--- src/rtl/pipe_stage_buf.sv ---
// Pipeline-stage register with valid/ready handshake, two-entry skid buffer,
// synchronous flush, control bubbling on empty and a saturating bubble counter.
module pipe_stage_buf #(
  parameter int DATA_W = 69,
  parameter int CTRL_W = 10,
  parameter int CNT_W  = 16
) (
  input  logic              clk,
  input  logic              reset,
  input  logic              in_valid,
  output logic              in_ready,
  input  logic [DATA_W-1:0] in_data,
  input  logic [CTRL_W-1:0] in_ctrl,
  input  logic              flush,
  output logic              out_valid,
  input  logic              out_ready,
  output logic [DATA_W-1:0] out_data,
  output logic [CTRL_W-1:0] out_ctrl,
  output logic [CNT_W-1:0]  bubble_cnt
);

  localparam logic [1:0] ST_EMPTY = 2'd0;
  localparam logic [1:0] ST_ONE   = 2'd1;
  localparam logic [1:0] ST_TWO   = 2'd2;

  logic [1:0]        state_q, state_d;
  logic [DATA_W-1:0] main_data_q, main_data_d;
  logic [CTRL_W-1:0] main_ctrl_q, main_ctrl_d;
  logic [DATA_W-1:0] skid_data_q, skid_data_d;
  logic [CTRL_W-1:0] skid_ctrl_q, skid_ctrl_d;
  logic [CNT_W-1:0]  bubble_q, bubble_d;

  assign out_valid  = (state_q != ST_EMPTY);
  assign in_ready   = (state_q != ST_TWO);
  assign out_data   = main_data_q;
  assign out_ctrl   = main_ctrl_q;
  assign bubble_cnt = bubble_q;

  always_comb begin
    state_d     = state_q;
    main_data_d = main_data_q;
    main_ctrl_d = main_ctrl_q;
    skid_data_d = skid_data_q;
    skid_ctrl_d = skid_ctrl_q;

    if (flush) begin
      state_d = ST_EMPTY;
    end else begin
      case (state_q)
        ST_EMPTY: begin
          if (in_valid) begin
            state_d     = ST_ONE;
            main_data_d = in_data;
            main_ctrl_d = in_ctrl;
          end
        end
        ST_ONE: begin
          if (in_valid && out_ready) begin
            main_data_d = in_data;
            main_ctrl_d = in_ctrl;
          end else if (in_valid) begin
            state_d     = ST_TWO;
            skid_data_d = in_data;
            skid_ctrl_d = in_ctrl;
          end else if (out_ready) begin
            state_d = ST_EMPTY;
          end
        end
        ST_TWO: begin
          if (out_ready) begin
            state_d     = ST_ONE;
            main_data_d = skid_data_q;
            main_ctrl_d = skid_ctrl_q;
          end
        end
        default: state_d = ST_EMPTY;
      endcase
    end

    // An empty stage must never present live write enables downstream.
    if (state_d == ST_EMPTY) begin
      main_ctrl_d = '0;
    end
  end

  always_comb begin
    bubble_d = bubble_q;
    if (out_ready && !out_valid && (bubble_q != {CNT_W{1'b1}})) begin
      bubble_d = bubble_q + 1'b1;
    end
  end

  always_ff @(posedge clk or posedge reset) begin
    if (reset) begin
      state_q     <= ST_EMPTY;
      main_data_q <= '0;
      main_ctrl_q <= '0;
      skid_data_q <= '0;
      skid_ctrl_q <= '0;
      bubble_q    <= '0;
    end else begin
      state_q     <= state_d;
      main_data_q <= main_data_d;
      main_ctrl_q <= main_ctrl_d;
      skid_data_q <= skid_data_d;
      skid_ctrl_q <= skid_ctrl_d;
      bubble_q    <= bubble_d;
    end
  end

endmodule

--- config.mk ---
export PLATFORM = sky130hd
export DESIGN_NAME = pipe_stage_buf
export DESIGN_NICKNAME = d
export VERILOG_FILES = /design/src/rtl/pipe_stage_buf.sv
export SDC_FILE = /design/constraint.sdc
export NUM_CORES = 1
export LEC_CHECK = 0
export BUFFER_PORTS_ARGS = -buffer_cell sky130_fd_sc_hd__buf_2
export CAP_MARGIN = 20
export CORE_ASPECT_RATIO = 0.75
export CORE_MARGIN = 2
export CORE_UTILIZATION = 50
export DETAILED_ROUTE_END_ITERATION = 8
export GPL_TIMING_DRIVEN = 0
export PLACE_DENSITY = 0.75
export SLEW_MARGIN = 20
export SYNTH_ARGS = -nofsm -noshare
export SYNTH_HDL_FRONTEND = slang
export SYNTH_SLANG_ARGS = --single-unit
export TNS_END_PERCENT = 100
--- constraint.sdc ---
create_clock -name clk -period 6.17 [get_ports clk]
set_clock_uncertainty 0.15 [all_clocks]
set_input_delay 0.3085 -clock clk [delete_from_list [all_inputs] [get_ports clk]]
set_output_delay 0.3085 -clock clk [all_outputs]
set_load 0.02 [all_outputs]
==> results of run 1 <==
## path summary, 6_finish.rpt
path                                                   from                           to  slack [ps]  cells past startpoint
worst max-delay path                   state_q[0]$_DFF_PP0_                     in_ready        3320                      7
worst min-delay path                            in_data[63]  skid_data_q[63]$_DFFE_PP0P_          20                      2
worst max register to register         state_q[1]$_DFF_PP0_      out_data[9]$_DFFE_PP0P_        3660                      8
worst min register to register  skid_data_q[61]$_DFFE_PP0P_  skid_data_q[61]$_DFFE_PP0P_         360                      1
max in group asynchronous                             reset      out_ctrl[0]$_DFFE_PP0P_        4650                      4
min in group asynchronous                             reset     out_data[15]$_DFFE_PP0P_         370                      3
## area by class of cell
| class | count | area [um2] | share of cell area |
|---|---|---|---|
| buffer | 38 | 190 | 0.0187 |
| timing repair buffer | 255 | 1670 | 0.164 |
| tap | 205 | 256 | 0.0252 |
| inverter | 8 | 37.5 | 0.00368 |
| clock inverter | 13 | 125 | 0.0123 |
| multi-input combinational | 402 | 3060 | 0.300 |
| sequential | 176 | 4400 | 0.432 |
| clock buffer | 19 | 443 | 0.0435 |
## metrics by stage
stage          utilization  power (mW)  hold WS (ps)  setup slack [ps]
2_1_floorplan            -        2.38           310               938
3_3_place_gp         0.584        2.67           323              -715
3_5_place_dp         0.586        2.74           288              3600
4_1_cts              0.673        3.83          1.60              3300
5_1_grt              0.674        4.02         0.503              3150
6_report             0.674        3.82          20.7              3320
## what timing repair did
item,4_1_cts,5_1_grt
gates resized for setup,0,0
hold buffers,74,1
endpoints found under the hold margin,156,1
## synthesized netlist by cell type, types with 2 or more instances
| cell type | number | area (um2) |
|---|---|---|
| a21oi_1 | 74 | 370 |
| mux2_2 | 80 | 901 |
| a2111oi_2 | 10 | 150 |
| nor3_1 | 4 | 20.0 |
| nor4_1 | 7 | 43.8 |
| ha_1 | 5 | 62.6 |
| buf_4 | 2 | 15.0 |
| nand2_1 | 11 | 41.3 |
| a21boi_0 | 2 | 15.0 |
| xor2_1 | 10 | 87.6 |
| nand4_1 | 4 | 25.0 |
| nand3_1 | 4 | 20.0 |
| inv_1 | 8 | 30.0 |
| buf_2 | 32 | 160 |
| xnor2_1 | 3 | 26.3 |
| nor2b_1 | 2 | 12.5 |
| and2_1 | 2 | 12.5 |
| mux2i_1 | 79 | 791 |
| nor2_1 | 91 | 342 |
| or2_2 | 2 | 12.5 |
| dfrtp_1 | 176 | 4400 |
| clkbuf_1 | 3 | 11.3 |
## power by group
part | switching [mW] | total [mW] | internal, mW | leakage (nW)
Clock | 0.469 | 1.04 | 0.576 | 0.281
Combinational | 0.594 | 1.05 | 0.453 | 2.22
Sequential | 0.219 | 1.73 | 1.51 | 2.10
Total | 1.28 | 3.82 | 2.54 | 4.59
## state kept, by name (all words and copies together) (netlist names)
| signal | count |
|---|---|
| out_data | 69 |
| skid_data_q | 69 |
| bubble_cnt | 16 |
| out_ctrl | 10 |
| skid_ctrl_q | 10 |
| state_q | 2 |
## critical path: stages, from the launching register on
cell     delay (ps)
dfrtp_1         420
inv_1           100
ha_1            170
buf_2           300
buf_2           390
buf_2           380
inv_1            60
buf_2           160
## kinds of logic (layout without fill, tap and decap cells)
family | after synthesis | after routing
DFF | 176 | 176
muxes | 159 | 159
and+or+nand+nor | 133 | 133
AOI/OAI and AO/OA | 92 | 92
buffers and inverters | 46 | 333
xor gates and xnor gates | 13 | 13
adders and majority gates | 5 | 5
## routing by layer
| layer | up-vias | track usage | wire [um] |
|---|---|---|---|
| met5 | - | 0 | 0 |
| met3 | 33 | 0.0557 | 1040 |
| met1 | 3011 | 0.327 | 8780 |
| met2 | 185 | 0.405 | 9590 |
| li1 | 2743 | - | - |
| met4 | 0 | 0.0859 | 431 |
==> flow_summary_export.csv, run 1 <==
group,metric,value,unit
floorplan,die_x,147,um
grt,grt_pass1_vias,6317,
synth,muxShareOfSynthArea,0.220,
placement,place_area,0.00887,mm2
synth,synthAdderAreaFrac,0.00814,
clock_tree,postCtsSetupRepairBufs,0,
synth,synth_top_family_by_area,"multiplexers",
cells_and_area,finalInstanceArea,0.0102,mm2
timing,setup_viol,0,
cells_and_area,final_common_cell,"buf_2",
drt,num_vias,5972,
placement,dp_hpwl,12900,um
timing,hold_viol,0,
placement,port_buffers,179,
drt,avgRoutedWirePerCell,17.8,um
floorplan,ios,181,
setup_path,cp.required,5710,ps
clock_tree,cts_root_buf,"clkbuf_16",
clock_tree,cts_buffers,17,
placement,dp_cells,1009,
floorplan,num_rows,39,
synth,synth_nets,713,
setup_path,cp_max_fo,10,
pwr,irDropWorstVdd,0.220,mV
drt,via_per_inst,5.35,
grt,grt_first_pass_wirelength,32200,um
job,maxCapViolCount,0,
cells_and_area,stdcell_count,1116,
setup_path,start_kind,"flip-flop",
grt,track_usage,0.247,
synth,synth_xor_area_frac,0.0148,
synth,synth_ff_type,"dfrtp_1",
grt,grt_max_degree,94,
timing,fin_crit_sh,0.461,
floorplan,die_area,0.0164,mm2
clock_tree,numClockSinks,176,
setup_path,critical_path_class,"reg2out",
synth,syn_avg_cell_area,12.3,um2
synth,async_flop_share,1.00,
synth,synth_compound_area_frac,0.0777,
synth,synth_seq_cells,176,
cells_and_area,diodes,0,
synth,ys_seq_area_frac,0.573,
synth,yosysWarnings,0,
synth,syn-cell-area,0.00768,mm2
timing,rsz0062_at_grt,"no",
floorplan,start_util,0.508,
clock_tree,insertion_delay,410,ps
cells_and_area,final_nets,987,
hold_path,hold_path_class,"in2reg",
drt,wl,19800,um
clock_tree,cts_tree,"yes",
timing,period_minus_slack,2850,ps
grt,antenna_found_initial,0,
floorplan,core-area,0.0151,mm2
drt,drt-initial-drc-count,281,
cells_and_area,syn2layout_area_growth,32.6,%
synth,synth_edf_count,0,
cells_and_area,final_cell_mix,"buf_2 (211), dfrtp_1 (176), nor2_1 (91)",
outcome,outcome,"complete, no violations",
timing,final.setup.tns,0,ps
synth,synth_cell_types,35,
cells_and_area,fill_cells,1092,
drt,drc,0,
setup_path,worstPathArrival,2390,ps
floorplan,chipHeight,111,um
timing,fmax,351,MHz
clock_tree,cts_buffer_depth,2,
drt,antenna_left,0,
timing,maxSlewViolCount,0,
synth,syn_inst,624,
timing,worstMarginPinSlew,735,ps
synth,yosys.area_share.simple,0.0773,
placement,place.gp.congestion,0.942,
setup_path,critPathCaptureType,"output port",
clock_tree,clk_pin_slew,70,ps
grt,overflow,0,
clock_tree,htree_num_levels,4,
pwr,leakage,4.59,nW
drt,first_pass_iters,4,
cells_and_area,drive_gt1_frac,0.374,
pwr,p_per_area,375,mW/mm2
timing,slew_headroom,0.508,
(Power assumes the default switching activity.)
==> inputs of run 2 (changes only) <==
Settings changed: ABC_AREA set to 1.
Clock period 6.17 ns to 2.96 ns, I/O delays scaled along.
==> run 2 against run 1 <==
Compared with the run above:
- count of clock-buffer cells in the layout grew 2
- sequential cell count stayed put
- critical path depth decreased by 1
- highest routed layer unchanged
==> flow_summary_export.csv, run 2 <==
group,metric,value,unit
outcome,outcome,"complete, no violations",
setup_path,cp_common_cell,"buf_2",
timing,hold_viol,0,
clock_tree,cts_tree,"yes",
timing,fin_crit_sh,0.857,
synth,async_flop_share,1.00,
cells_and_area,diodes,0,
timing,fmax,394,MHz
clock_tree,clk_pin_slew,60,ps
placement,port_buffers,180,
synth,synth_edf_count,0,
synth,synth_nets,1073,
clock_tree,cts_buffer_depth,2,
timing,period_minus_slack,2540,ps
job,maxCapViolCount,0,
synth,synthTopCellsByCount,"nand2_1 (407), dfrtp_1 (176), nor2_1 (92), nand3_1 (78), a31oi_1 (69)",
grt,track_usage,0.276,
synth,yosysTopAreaCell,"dfrtp_1",
setup_path,start_kind,"flip-flop",
setup_path,worst_path_max_delay_cell,"dfrtp_1",
setup_path,cpLargestDelayFamily,"buffers and inverters",
setup_path,critPathLaunch,"state_q[0]$_DFF_PP0_",
clock_tree,insertion_delay,430,ps
floorplan,ios,181,
setup_path,critical_path_class,"reg2out",
setup_path,critPathMaxStageDelay,420,ps
placement,post-place-ws,564,ps
drt,via_per_inst,5.18,
synth,synth_cell_types,21,
hold_path,hold_path_class,"in2reg",
pwr,fin_total_pwr,7.15,mW
cells_and_area,multi_input_area,0.00309,mm2
drt,wl,22500,um
grt,grt_first_pass_wirelength,37000,um
clock_tree,postCtsSetupRepairBufs,0,
cells_and_area,regArea,0.00440,mm2
timing,rsz0062_at_grt,"no",
grt,grt_pass1_vias,7377,
pwr,irDropWorstVdd,0.420,mV
placement,place_area,0.00922,mm2
clock_tree,cts_resized,0,
drt,avgRoutedWirePerCell,15.1,um
placement,dp_hpwl,15000,um
setup_path,cp_max_fo,10,
cells_and_area,fill_cells,1256,
synth,netlist.area_leader.share,0.553,
clock_tree,cts_buffers,17,
cells_and_area,final_cell_mix,"nand2_1 (407), buf_2 (200), dfrtp_1 (176)",
synth,yosysWarnings,0,
placement,place.gp.congestion,0.843,
drt,drc,0,
timing,maxSlewViolCount,0,
floorplan,die_area,0.0170,mm2
grt,grt_max_degree,34,
synth,syn_avg_cell_area,8.09,um2
pwr,leakage,5.44,nW
pwr,p_per_area,673,mW/mm2
cells_and_area,final_nets,1359,
timing,slew_headroom,0.502,
setup_path,cp.required,2660,ps
synth,syn_inst,984,
grt,overflow,0,
drt,antenna_left,0,
grt,antenna_found_initial,0,
clock_tree,htree_num_levels,4,
synth,synth_seq_cells,176,
setup_path,cp_cell_sequence,"inv_1, ha_1, buf_2, inv_2, clkbuf_1, buf_2",
floorplan,num_rows,39,
floorplan,core-area,0.0154,mm2
synth,synth_ff_type,"dfrtp_1",
floorplan,start_util,0.516,
cells_and_area,drive_gt1_frac,0.194,
cells_and_area,syn2layout_area_growth,33.3,%
drt,drt-initial-drc-count,550,
setup_path,worstPathArrival,2240,ps
timing,final.setup.tns,0,ps
drt,first_pass_iters,5,
clock_tree,numClockSinks,176,
clock_tree,cts_root_buf,"clkbuf_16",
hold_path,hold_start,"in_valid",
synth,ys_seq_area_frac,0.553,
cells_and_area,final_common_cell,"nand2_1",
timing,holdWs,91.9,ps
floorplan,chipHeight,113,um
cells_and_area,finalInstanceArea,0.0106,mm2
setup_path,r2r-start,"state_q[0]$_DFF_PP0_",
synth,syn-cell-area,0.00796,mm2
drt,num_vias,7705,
synth,synth_most_common_cell,"nand2_1",
timing,layout_setup_ws,423,ps
synth,netlist_top_cells_area,"dfrtp_1 (55%), nand2_1 (19%), a31oi_1 (5.4%), nand3_1 (4.9%), nor2_1 (4.3%)",
floorplan,die_x,150,um
setup_path,path_buf_inv,5,
timing,worstMarginPinSlew,746,ps
setup_path,critPathCaptureType,"output port",
timing,setup_viol,0,
run 2: cell families after synthesis:
logic type,after synthesis,share of synthesized area
AOI/OAI and AO/OA,99,0.0742
xor gates and xnor gates,8,0.00880
adders and majority gates,5,0.00786
buffers and inverters,102,0.0583
DFF,176,0.553
and+or+nand+nor,594,0.298
run 2: repair_timing:
item                                   in CTS  in global routing
hold buffers                               82                  0
setup endpoints to repair                   0                  0
endpoints found under the hold margin     180                  0
run 2: layout make-up:
type,instances,area share
clock buffers,21,0.0434
multi-input cells,706,0.291
clock inverters,10,0.0106
plain buffers,60,0.0289
well taps,205,0.0242
flip-flops and latches,176,0.415
inverters,42,0.0152
repair buffers,267,0.172
run 2: worst paths after layout:
path | end | slack (ps) | depth (start not counted)
hold reg to reg | skid_data_q[55]$_DFFE_PP0P_ | 320 | 2
hold / removal | state_q[0]$_DFF_PP0_ | 90 | 7
setup reg to reg | out_data[56]$_DFFE_PP0P_ | 510 | 9
min in group asynchronous | bubble_cnt[5]$_DFFE_PP0P_ | 250 | 3
setup / recovery | in_ready | 420 | 6
max in group asynchronous | skid_ctrl_q[2]$_DFFE_PP0P_ | 1560 | 5
run 2: worst reg2reg max path: cells and delay by family, from the launching register on:
kind / cells / cell delay, ps
adder cells (fa/ha/maj): 1 / 210
AND/OR/NAND/NOR: 1 / 170
AO/OA/AOI/OAI: 2 / 240
buffers and inverters: 5 / 1120
flip-flops: 1 / 420
run 2: metal layers:
layer  track usage  up-vias  share of wire  routed length [um]
met2         0.432      285           0.45               10200
met1         0.393     3637           0.46               10300
met3        0.0617       34          0.071                1600
met5             0        -              0                   0
met4        0.0736        0          0.017                 379
li1              -     3749              -                   -
run 2: metrics by stage:
stage,cells,util
2_1_floorplan,984,-
3_3_place_gp,1369,0.592
3_5_place_dp,1374,0.598
4_1_cts,1487,0.689
5_1_grt,1487,0.689
6_report,1487,0.689
run 2: power by group:
group          internal, mW  switching, mW  total [mW]
Sequential             2.96          0.325        3.28
Combinational         0.636           1.01        1.65
Clock                  1.28          0.933        2.21
Total                  4.87           2.27        7.15
